**config.mk**
```make
export PLATFORM = sky130hd
export DESIGN_NAME = neopixel_frame_buffer
export DESIGN_NICKNAME = d
export VERILOG_FILES = /design/src/rtl/neopixel_frame_buffer.sv
export SDC_FILE = /design/constraint.sdc
export NUM_CORES = 1
export LEC_CHECK = 0
export ABC_AREA = 1
export ABC_CLOCK_PERIOD_IN_PS = 1750
export BUFFER_PORTS_ARGS = -buffer_cell sky130_fd_sc_hd__buf_2
export CAP_MARGIN = 10
export CELL_PAD_IN_SITES_DETAIL_PLACEMENT = 1
export CELL_PAD_IN_SITES_GLOBAL_PLACEMENT = 1
export CORE_ASPECT_RATIO = 0.6
export CORE_UTILIZATION = 40
export DETAILED_ROUTE_END_ITERATION = 7
export PLACE_DENSITY_LB_ADDON = 0.1
export SLEW_MARGIN = 20
export SYNTH_ARGS = -nofsm -noshare
export SYNTH_HDL_FRONTEND = slang
export SYNTH_SLANG_ARGS = --single-unit
```
**constraint.sdc**
```tcl
create_clock -name CLK_10MHZ -period 1.75 [get_ports CLK_10MHZ]
set_input_delay 0.0875 -clock CLK_10MHZ [delete_from_list [all_inputs] [get_ports CLK_10MHZ]]
set_output_delay 0.0875 -clock CLK_10MHZ [all_outputs]
set_load 0.01 [all_outputs]
```
**src/rtl/neopixel_frame_buffer.sv**
```systemverilog
// Double-buffered pixel colour store feeding the NeoPixel serializer.
// Host writes the back bank; commits swap banks at a frame boundary, then the back bank is refreshed.
module neopixel_frame_buffer #(
  parameter int unsigned PIXELS_MAX  = 3,
  parameter int unsigned PIXELS_BITS = 2
) (
  input  logic                   CLK_10MHZ,
  input  logic                   RESET_N,
  input  logic                   WR_EN,
  input  logic [PIXELS_BITS-1:0] WR_PIXEL,
  input  logic [1:0]             WR_BYTE,
  input  logic [7:0]             WR_DATA,
  output logic                   WR_READY,
  input  logic                   COMMIT,
  output logic                   COMMIT_PENDING,
  input  logic                   FRAME_DONE,
  input  logic                   PIX_REQ,
  input  logic [PIXELS_BITS-1:0] PIX_INDEX,
  output logic [23:0]            PIX_VALUE,
  output logic                   PIX_VALID,
  output logic                   WR_ERR
);

  typedef enum logic [1:0] {
    IDLE,
    PENDING,
    COPY
  } state_e;

  localparam logic [PIXELS_BITS:0]   PIX_LIMIT = (PIXELS_BITS + 1)'(PIXELS_MAX);
  localparam logic [PIXELS_BITS-1:0] CNT_LAST  = PIXELS_BITS'(PIXELS_MAX - 1);
  localparam logic [23:0]            MISCONF   = 24'h101010;

  state_e                 state_q;
  logic                   front_sel_q;
  logic [PIXELS_BITS-1:0] cnt_q;
  logic [23:0]            bank_q [2][PIXELS_MAX];
  logic [23:0]            pix_value_q;
  logic                   pix_valid_q;
  logic                   wr_err_q;
  logic                   commit_pending_q;

  logic back_sel;
  logic wr_ok;
  logic rd_ok;

  assign back_sel = ~front_sel_q;
  assign wr_ok    = ({1'b0, WR_PIXEL} < PIX_LIMIT) && (WR_BYTE != 2'd3);
  assign rd_ok    = ({1'b0, PIX_INDEX} < PIX_LIMIT);

  always_ff @(posedge CLK_10MHZ or negedge RESET_N) begin
    if (!RESET_N) begin
      for (int unsigned b = 0; b < 2; b++) begin
        for (int unsigned p = 0; p < PIXELS_MAX; p++) begin
          bank_q[b][p] <= '0;
        end
      end
      state_q          <= IDLE;
      front_sel_q      <= 1'b0;
      cnt_q            <= '0;
      pix_value_q      <= '0;
      pix_valid_q      <= 1'b0;
      wr_err_q         <= 1'b0;
      commit_pending_q <= 1'b0;
    end else begin
      // Reads sample front_sel_q before any swap this edge, so the swap cycle returns the old front.
      pix_valid_q <= PIX_REQ;
      if (PIX_REQ) begin
        pix_value_q <= rd_ok ? bank_q[front_sel_q][PIX_INDEX] : MISCONF;
      end

      unique case (state_q)
        IDLE: begin
          if (WR_EN) begin
            if (wr_ok) begin
              case (WR_BYTE)
                2'd0:    bank_q[back_sel][WR_PIXEL][7:0]   <= WR_DATA;
                2'd1:    bank_q[back_sel][WR_PIXEL][15:8]  <= WR_DATA;
                2'd2:    bank_q[back_sel][WR_PIXEL][23:16] <= WR_DATA;
                default: ;
              endcase
            end else begin
              wr_err_q <= 1'b1;
            end
          end
          if (COMMIT) begin
            state_q          <= PENDING;
            commit_pending_q <= 1'b1;
            wr_err_q         <= 1'b0;
          end
        end

        PENDING: begin
          if (WR_EN) wr_err_q <= 1'b1;
          if (FRAME_DONE) begin
            front_sel_q      <= ~front_sel_q;
            commit_pending_q <= 1'b0;
            cnt_q            <= '0;
            state_q          <= COPY;
          end
        end

        COPY: begin
          if (WR_EN) wr_err_q <= 1'b1;
          // front_sel_q already points at the new front here.
          bank_q[back_sel][cnt_q] <= bank_q[front_sel_q][cnt_q];
          if (cnt_q == CNT_LAST) begin
            cnt_q   <= '0;
            state_q <= IDLE;
          end else begin
            cnt_q <= cnt_q + 1'b1;
          end
        end

        default: state_q <= IDLE;
      endcase
    end
  end

  assign WR_READY       = (state_q == IDLE);
  assign COMMIT_PENDING = commit_pending_q;
  assign PIX_VALUE      = pix_value_q;
  assign PIX_VALID      = pix_valid_q;
  assign WR_ERR         = wr_err_q;

endmodule

```
==> results of run 1 <==
metal layers:
metal  routed length, microns  GRT usage
met4                     3410      0.147
met5                        0          0
met3                     8780      0.120
met2                    29600      0.583
met1                    28900      0.571
sequential cells by signal (all words and copies together), names as in the netlist:
name	cells
WR_ERR	1
cnt_q	2
PIX_VALUE	24
PIX_VALID	1
bank_q	144
COMMIT_PENDING	1
state_q	2
front_sel_q	1
synthesized netlist by cell type (8+ instances only):
master                        n
sky130_fd_sc_hd__buf_4       15
sky130_fd_sc_hd__nand3_1    139
sky130_fd_sc_hd__o21ai_0    112
sky130_fd_sc_hd__and2_1       8
sky130_fd_sc_hd__clkbuf_2     8
sky130_fd_sc_hd__nor2_1      95
sky130_fd_sc_hd__dfrtp_1    176
sky130_fd_sc_hd__inv_1       80
sky130_fd_sc_hd__nand4_1     48
sky130_fd_sc_hd__clkbuf_1    50
sky130_fd_sc_hd__o31ai_1     14
sky130_fd_sc_hd__o211ai_1     8
sky130_fd_sc_hd__buf_1        9
sky130_fd_sc_hd__buf_2       39
sky130_fd_sc_hd__inv_2       10
sky130_fd_sc_hd__nand2_1   1183
sky130_fd_sc_hd__nor2_4      10
sky130_fd_sc_hd__a21oi_1     63
power by group through the flow:
stage | Clock, mW | Sequential, mW | Combinational [mW]
floorplan | 0 | 6.12 | 7.26
global placement | 0 | 6.39 | 13.5
detailed placement | 0 | 6.45 | 13.9
CTS | 4.33 | 6.45 | 15.8
global route | 4.51 | 6.75 | 19.8
finish | 4.33 | 6.63 | 19.1
critical path, cell delays in order, from the launching register on:
cell	delay, ps
sky130_fd_sc_hd__dfrtp_4	590
sky130_fd_sc_hd__buf_8	190
sky130_fd_sc_hd__clkbuf_16	160
sky130_fd_sc_hd__nand2_1	80
sky130_fd_sc_hd__nand2_1	100
sky130_fd_sc_hd__nand2_1	290
sky130_fd_sc_hd__nand3_2	240
sky130_fd_sc_hd__nand2_1	140
sky130_fd_sc_hd__nand2_1	80
sky130_fd_sc_hd__nand2_1	60
sky130_fd_sc_hd__nand2_1	50
worst max path at each step:
| stage | to | depth (start not counted) | slack, ps |
|---|---|---|---|
| after floorplan | bank_q[43] | 11 | 10 |
| after global placement | bank_q[44] | 11 | -130 |
| after detailed placement | bank_q[81] | 12 | -200 |
| after CTS | bank_q[44] | 11 | -110 |
| after global routing | bank_q[120] | 11 | -380 |
| final | bank_q[139] | 10 | -340 |
cell families (layout without fill, tap and decap cells):
logic type	Yosys count	in the layout	synth area share
other cells	0	1	0
fa+ha+maj	7	7	0.00688
flops	176	176	0.346
buf+inv	220	438	0.0747
xor+xnor	1	1	0.000688
mux	2	2	0.00177
compound gates	205	205	0.0863
simple gates	1507	1507	0.484
cells in the final DEF, fill, tap and decap left out, drive strengths merged:
| cell type | instances |
|---|---|
| a21oi | 63 |
| nand3b | 1 |
| mux2 | 2 |
| o21ai | 117 |
| xor2 | 1 |
| diode | 1 |
| clkbuf | 28 |
| o211ai | 8 |
| bufbuf | 1 |
| dfrtp | 176 |
| nor3 | 2 |
| clkinv | 6 |
| o31ai | 14 |
| dlygate4sd3 | 5 |
| nand2 | 1193 |
| inv | 98 |
| a31oi | 2 |
| o311ai | 1 |
| ha | 7 |
| nor2 | 114 |
| nand4 | 48 |
| clkinvlp | 5 |
| and2 | 8 |
| nand3 | 141 |
| bufinv | 3 |
| buf | 292 |
repair_timing:
item,in CTS,in global routing
cloned,8,11
pin swaps,13,74
setup buffers,15,14
setup endpoints to repair,148,156
hold buffers,5,0
endpoints found under the hold margin,180,0
resized for setup,132,313
cell type report:
| class | count | area [sq um] |
|---|---|---|
| timing repair buffer | 307 | 3230 |
| inverter | 98 | 422 |
| antenna | 1 | 2.50 |
| clock buffer | 19 | 443 |
| fill | 4055 | 13400 |
| clock inverter | 13 | 175 |
| tap | 416 | 520 |
| multi-input combinational | 1722 | 8580 |
| timing repair inverter | 1 | 8.76 |
| sequential | 176 | 4410 |
==> results.yml, run 1 <==
global_route:
  grt_max_degree: 65
  grt.total_usage: 0.405
  globalRouteOverflowTotal: 0
  grt_pass1_wl_mm: 99.0
  number_of_antenna_violations_at_the_first_check_in_global_routing: 0
  number_of_global_route_vias_before_repair: 15900
status:
  status: "finished, violations left"
  violated_checks: "setup timing"
layout:
  post_route_cells_drive_above_1_share: 0.288
  design_area_sq_um: 17800
  nets: 2350
  syn_to_final_growth_pct: 39.7
  finish.utilization: 0.570
  layout.cells.non_filler: 2753
timing:
  final.min_clock_period_ps: 2090
  tns_ps: -16040
  timing.max_slew.rel_slack: 0.452
  worst_margin_slew_ps: 821
  worst_hold_slack_ps: 102
  setup_viol: 157
  finalMaxSlewViolations: 0
  setup_ws_ps: -341
  rsz0062_at_grt: "yes"
  fin_skew_ps: 17.7
  fmaxAchievable_mhz: 478
  min_period_over_period: 1.20
  hold_violations: 0
worst_setup_path:
  crit_required_ps: 2100
  worst_setup_path_startpoint: "front_sel_q"
  endpoint_kind: "flip-flop"
  r2r_start: "front_sel_q"
  worst-setup-path-type: "flip-flop to flip-flop"
  r2r_end: "bank_q[139]"
  setup.worst_path.start_class: "flip-flop"
  r2r_cells: 10
  r2r_setup_slack_ps: -340
  crit_arrival_ps: 2450
  crit_path_max_fanout: 7
power_and_ir_drop:
  power.density_cell_area_nw_per_um2: 1690
  design_power_total_mw: 30.1
  power_report.internal_total_mw: 15.1
  max-vdd-ir-drop_uv: 873
  comb_power_share: 0.636
  power_leakage_nw: 9.53
  clock_power_share: 0.144
  power.share.switching: 0.498
  switching_power_mw: 15.0
  power_frac_seq: 0.220
floorplan:
  dieArea_sq_um: 32600
  floorplan.core_area_sq_um: 31200
  die_width_microns: 232
  floorplan.initialDensity: 0.408
  boundaryPins: 48
  fp-row-count: 50
  die_y_microns: 140
route:
  ant_nets: 0
  dr.pass1.iters: 6
  detail_route.wirelength_mm: 70.7
  route.detailed.vias_per_inst: 6.01
  post_drt_wl_per_cell_microns: 25.7
  drcViolationCount: 0
  route.vias.total: 16500
  drtIter0Drc: 2044
synth:
  synth-seq-cells: 176
  synth_cells: 2118
  ys_seq_area_frac: 0.346
  synth_top_area_frac: 0.349
  synthDistinctLibCells: 36
  ys_top_cells_by_area: "sky130_fd_sc_hd__nand2_1 (35%), sky130_fd_sc_hd__dfrtp_1 (35%), sky130_fd_sc_hd__nand3_1 (5.5%)"
  synth_top_cell_by_area: "sky130_fd_sc_hd__nand2_1"
  synthArstFlopShare: 1.00
  mapped_cell_area_sq_um: 12700
  synth_ff_type: "sky130_fd_sc_hd__dfrtp_1"
  syn_area_per_cell_sq_um: 6.01
  yosysWarnings: 0
  syn-num-nets: 2145
  synth_edf_count: 0
clock_tree:
  cts_tree: "done"
  clockBufferDepth: 2
  number_of_clock_sinks_seen_by_cts: 176
  register_clock_pin_slew_on_the_reported_worst_setup_and_hold_paths_ps: 90
  clock_tree.htree_level_count: 4
  clk_latency_ps: 470
  cts_inserted_buffers: 17
  cts-root-buf: "sky130_fd_sc_hd__clkbuf_16"
placed_design:
  finalWeightedCongestion: 0.962
  dp.final_hpwl_mm: 45.1
  dpl.cell_count: 2667
  placement.setup.worst_slack_ps: -197
  port_buffers: 47
  placed_cell_area_sq_um: 14900
hold_path:
  hold_path.class: "primary input to async pin"
flow_run:
  max_cap_violations: 0
Note: power is estimated with default switching activity, not from simulation.
==> run 2: changes to the inputs <==
ABC_AREA = default   (was 1)
CORE_UTILIZATION = 45   (was 40)
==> results.yml, run 2 <==
clock_tree:
  clockBufferDepth: 2
  register_clock_pin_slew_on_the_reported_worst_setup_and_hold_paths_ps: 70
  number_of_clock_sinks_seen_by_cts: 176
  clock_tree.htree_level_count: 4
  cts_inserted_buffers: 17
  cts-root-buf: "sky130_fd_sc_hd__clkbuf_16"
  clk_latency_ps: 450
  cts_tree: "done"
layout:
  finish.utilization: 0.644
  syn_to_final_growth_pct: 40.3
  most-common-layout-cells: "sky130_fd_sc_hd__dfrtp_1 (175), sky130_fd_sc_hd__buf_4 (114), sky130_fd_sc_hd__mux2i_1 (75)"
  largest_register_ffs: 144
  final_common_cell: "sky130_fd_sc_hd__dfrtp_1"
  post_route_cells_drive_above_1_share: 0.468
  nets: 1091
  antenna_cells: 0
  register_name_with_the_most_flops: "bank_q"
  design_area_sq_um: 14200
route:
  route.detailed.vias_per_inst: 7.14
  detail_route.wirelength_mm: 43.1
  route.vias.total: 9719
  ant_nets: 0
  post_drt_wl_per_cell_microns: 31.6
  dr.pass1.iters: 7
  drtIter0Drc: 899
  drcViolationCount: 0
worst_setup_path:
  cp_top_family: "simple AND/OR/NAND/NOR gates"
  worst-setup-path-type: "flip-flop to flip-flop"
  crit_required_ps: 2110
  crit_path_max_fanout: 8
  r2r_setup_slack_ps: -320
  setup.worst_path.start_class: "flip-flop"
  crit_cells: 6
  critical_path_buf_inv_count: 2
  r2r_cells: 6
  r2r_start: "front_sel_q"
  endpoint_kind: "flip-flop"
  timing.critical_path.cells: "clkbuf_16 > or3b_2 > a22oi_2 > nand2_1 > buf_12 > o2bb2ai_2"
  timing.critical_path.slowest_cell_delay_ps: 540
  cpMaxStageDelayCell: "sky130_fd_sc_hd__dfrtp_4"
  r2r_end: "bank_q[3]"
  crit_arrival_ps: 2430
synth:
  synthDistinctLibCells: 62
  synthMostInstantiatedCell: "sky130_fd_sc_hd__dfrtp_1"
  synthArstFlopShare: 1.00
  ys_seq_area_frac: 0.436
  ys_top_cells_by_area: "sky130_fd_sc_hd__dfrtp_1 (44%), sky130_fd_sc_hd__o2bb2ai_1 (9.7%), sky130_fd_sc_hd__mux2i_1 (8.0%)"
  mapped_cell_area_sq_um: 10100
  synth_cells: 900
  synth_top_cell_by_area: "sky130_fd_sc_hd__dfrtp_1"
  synth_common_cells: "sky130_fd_sc_hd__dfrtp_1 (176), sky130_fd_sc_hd__o2bb2ai_1 (112), sky130_fd_sc_hd__mux2i_1 (81)"
  syn-num-nets: 927
  synth_edf_count: 0
  synth_ff_type: "sky130_fd_sc_hd__dfrtp_1"
  syn_area_per_cell_sq_um: 11.2
  synth_top_area_frac: 0.436
  yosysWarnings: 0
  synth-seq-cells: 176
hold_path:
  whs_endpoint: "PIX_VALID"
  hold_path.class: "primary input to flip-flop"
  holdCritStartpoint: "PIX_REQ"
  hold-path-cell-count: 2
timing:
  hold_violations: 0
  min_period_over_period: 1.18
  setup_ws_ps: -323
  setup_viol: 162
  fin_skew_ps: 11.3
  fmaxAchievable_mhz: 482
  final.min_clock_period_ps: 2070
  worst_margin_slew_ps: 1090
  finalMaxSlewViolations: 0
  rsz0062_at_grt: "yes"
  timing.max_slew.rel_slack: 0.274
  tns_ps: -32140
  worst_hold_slack_ps: 35.8
power_and_ir_drop:
  max-vdd-ir-drop_uv: 845
  power_leakage_nw: 5.66
  power.density_cell_area_nw_per_um2: 1380
  design_power_total_mw: 19.6
placed_design:
  placed_cell_area_sq_um: 11800
  finalWeightedCongestion: 0.859
  dp.final_hpwl_mm: 25.9
  port_buffers: 47
flow_run:
  max_cap_violations: 0
global_route:
  grt_max_degree: 56
  number_of_antenna_violations_at_the_first_check_in_global_routing: 0
  grt_pass1_wl_mm: 62.2
  grt.total_usage: 0.359
  number_of_global_route_vias_before_repair: 9923
  globalRouteOverflowTotal: 0
floorplan:
  die_y_microns: 118
  fp-row-count: 42
  boundaryPins: 48
  die_width_microns: 196
  floorplan.initialDensity: 0.459
  floorplan.core_area_sq_um: 22000
  dieArea_sq_um: 23100
status:
  violated_checks: "setup timing"
  status: "finished, violations left"
run 2: changes by cell type in the layout (fill, tap and decap cells not counted), sizes merged, moves of 67 or more:
| cell | change |
|---|---|
| mux2i | +81 |
| nand2 | -1165 |
| o2bb2ai | +112 |
| nand3 | -133 |
| nor2 | -79 |
| buf | -67 |
| o21ai | -103 |
| inv | -83 |
run 2: cell families (layout without fill, tap and decap cells):
logic type               count (synthesis)  count (layout)  synth area share
multiplexers                           111             111             0.131
adder cells (fa/ha/maj)                  7               7           0.00866
AO/OA/AOI/OAI                          386             386             0.307
XOR/XNOR                                 1               1          0.000866
flip-flops                             176             176             0.436
AND/OR/NAND/NOR                        118             118            0.0690
buffers and inverters                  101             277            0.0470
run 2: metal layers:
metal  wire length [microns]  global-route usage
met1                   18700               0.521
met2                   20100               0.539
met3                    3340              0.0659
met4                    1010               0.118
met5                       0                   0
run 2: area by class of cell:
| class | count | area [sq um] |
|---|---|---|
| Clock buffer | 19 | 433 |
| Fill cell | 2116 | 7830 |
| Timing Repair Buffer | 233 | 2310 |
| Sequential cell | 176 | 4410 |
| Tap cell | 286 | 358 |
| Clock inverter | 12 | 183 |
| Inverter | 13 | 63.8 |
| Multi-Input combinational cell | 623 | 6430 |
run 2: worst max path at each step:
stage / from / endpoint
after floorplan: state_q[0] / bank_q[56]
after global placement: state_q[0] / bank_q[55]
after detailed placement: state_q[0] / bank_q[55]
after CTS: state_q[1] / bank_q[142]
after global routing: front_sel_q / bank_q[3]
final: front_sel_q / bank_q[3]
run 2: metrics by stage:
stage | std cells | worst slack [ps]
after detailed placement | 1294 | -390
after CTS | 1345 | -207
after global placement | 1294 | -278
after global routing | 1362 | -364
final | 1362 | -323
after floorplan | 900 | -95.5
run 2: repair_timing:
item,in CTS,in global routing
resized for setup,131,134
hold buffers,3,0
setup endpoints to repair,166,165
gates cloned,4,4
pin swaps,26,68
setup buffers,14,17
endpoints found under the hold margin,54,0
run 2: worst reg2reg max path, stage by stage (launching register included):
cell	delay (ps)
sky130_fd_sc_hd__dfrtp_4	540
sky130_fd_sc_hd__clkbuf_16	190
sky130_fd_sc_hd__or3b_2	450
sky130_fd_sc_hd__a22oi_2	280
sky130_fd_sc_hd__nand2_1	170
sky130_fd_sc_hd__buf_12	180
sky130_fd_sc_hd__o2bb2ai_2	180
run 2: power by group:
| group | total [mW] | leakage, nW | switching (mW) | internal, mW |
|---|---|---|---|---|
| sequential | 5.65 | 2.38 | 0.818 | 4.84 |
| combinational | 9.74 | 2.98 | 5.05 | 4.69 |
| clock | 4.17 | 0.296 | 1.78 | 2.40 |
==> run 3: changes to the inputs <==
SETUP_SLACK_MARGIN = 0.02   (was default)
SKIP_CTS_REPAIR_TIMING = 1   (was default)
==> results.yml, run 3 (synthesis results as in run 2) <==
status:
  status: "finished, violations left"
  violated_checks: "hold timing, setup timing"
power_and_ir_drop:
  switching_power_mw: 7.60
  max-vdd-ir-drop_uv: 776
  power_leakage_nw: 5.57
  comb_power_share: 0.493
  design_power_total_mw: 19.4
  power.share.switching: 0.392
  power_frac_seq: 0.292
  clock_power_share: 0.215
  power_report.internal_total_mw: 11.8
  power.density_cell_area_nw_per_um2: 1400
layout:
  syn_to_final_growth_pct: 37.4
  nets: 1089
  num-fill-cells: 2145
  most-common-layout-cells: "sky130_fd_sc_hd__dfrtp_1 (175), sky130_fd_sc_hd__buf_4 (119), sky130_fd_sc_hd__mux2i_1 (73)"
  antenna_cells: 0
  register_name_with_the_most_flops: "bank_q"
  final_common_cell: "sky130_fd_sc_hd__dfrtp_1"
  largest_register_ffs: 144
  post_route_cells_drive_above_1_share: 0.440
  finish.utilization: 0.631
hold_path:
  hold_path.class: "primary input to flip-flop"
  holdCritStartpoint: "FRAME_DONE"
timing:
  setup_viol: 163
  fin_skew_ps: 10.1
  tns_ps: -33320
  finalMaxSlewViolations: 0
  min_period_over_period: 1.18
  hold_violations: 1
  final.min_clock_period_ps: 2070
  fmaxAchievable_mhz: 483
  setup_ws_ps: -319
  worst_hold_slack_ps: -34.2
  rsz0062_at_grt: "yes"
  timing.max_slew.rel_slack: 0.326
  worst_margin_slew_ps: 1010
route:
  detail_route.wirelength_mm: 42.7
  post_drt_wl_per_cell_microns: 31.4
  route.detailed.vias_per_inst: 7.13
  dr.pass1.iters: 5
  route.vias.total: 9700
  drtIter0Drc: 896
  drcViolationCount: 0
  ant_nets: 0
worst_setup_path:
  crit_required_ps: 2120
  endpoint_kind: "flip-flop"
  worst-setup-path-type: "flip-flop to flip-flop"
  worst_setup_path_startpoint: "state_q[0]"
  setup.worst_path.start_class: "flip-flop"
  crit_arrival_ps: 2440
  crit_path_max_fanout: 8
  r2r_start: "state_q[0]"
clock_tree:
  cts_inserted_buffers: 17
  number_of_clock_sinks_seen_by_cts: 176
  cts_tree: "done"
  cts-root-buf: "sky130_fd_sc_hd__clkbuf_16"
  clk_latency_ps: 450
  clockBufferDepth: 2
  clock_tree.htree_level_count: 4
  register_clock_pin_slew_on_the_reported_worst_setup_and_hold_paths_ps: 80
floorplan:
  dieArea_sq_um: 23100
  die_width_microns: 196
  floorplan.core_area_sq_um: 22000
  fp-row-count: 42
  die_y_microns: 118
  floorplan.initialDensity: 0.459
  boundaryPins: 48
global_route:
  grt.total_usage: 0.340
  grt_max_degree: 56
  grt_pass1_wl_mm: 59.3
  number_of_global_route_vias_before_repair: 9698
  number_of_antenna_violations_at_the_first_check_in_global_routing: 0
  globalRouteOverflowTotal: 0
placed_design:
  port_buffers: 47
  placement.setup.worst_slack_ps: -390
  dp.final_hpwl_mm: 25.9
  finalWeightedCongestion: 0.859
flow_run:
  max_cap_violations: 0
[run 3: routing by layer]
| metal | track usage | part of all wire |
|---|---|---|
| met1 | 0.496 | 0.44 |
| met2 | 0.501 | 0.46 |
| met3 | 0.0711 | 0.072 |
| met4 | 0.113 | 0.031 |
| met5 | 0 | 0 |
[run 3: power by group through the flow]
stage               registers (mW)  clock network (mW)  logic, mW
finish                        5.67                4.16       9.56
global route                  5.73                4.33       9.88
CTS                           5.51                4.17       7.24
detailed placement            5.57                   0       7.20
global placement              5.49                   0       6.91
floorplan                     5.37                   0       4.20
[run 3: metrics by stage]
step,instance area [sq um],std cells
after floorplan,10200,900
after global placement,11800,1294
after detailed placement,11800,1294
after CTS,12400,1325
after global routing,13900,1360
final,13900,1360
[run 3: critical path, stage by stage (launching register included)]
cell and delay (ps):
sky130_fd_sc_hd__dfrtp_1 390, sky130_fd_sc_hd__inv_2 90, sky130_fd_sc_hd__ha_4 190, sky130_fd_sc_hd__or4b_4 530, sky130_fd_sc_hd__nor3_4 260, sky130_fd_sc_hd__o22ai_2 270, sky130_fd_sc_hd__o2bb2ai_1 250
[run 3: final timing paths]
kind                       slack (ps)       endpoint  depth (start not counted)
setup / recovery                 -320     bank_q[55]                          6
setup reg to reg                 -320     bank_q[55]                          6
max in group asynchronous         810     bank_q[30]                          3
hold reg to reg                   480  PIX_VALUE[14]                          1
hold / removal                    -30     state_q[1]                          3
min in group asynchronous         190  PIX_VALUE[19]                          2
[run 3: area by class of cell]
class	count	area [sq um]	area share
clock buffer	19	433	0.0312
clock inverter	12	183	0.0132
inverter	13	58.8	0.00423
multi-input combinational	623	6240	0.449
sequential	176	4410	0.317
tap	286	358	0.0258
timing repair buffer	231	2210	0.159
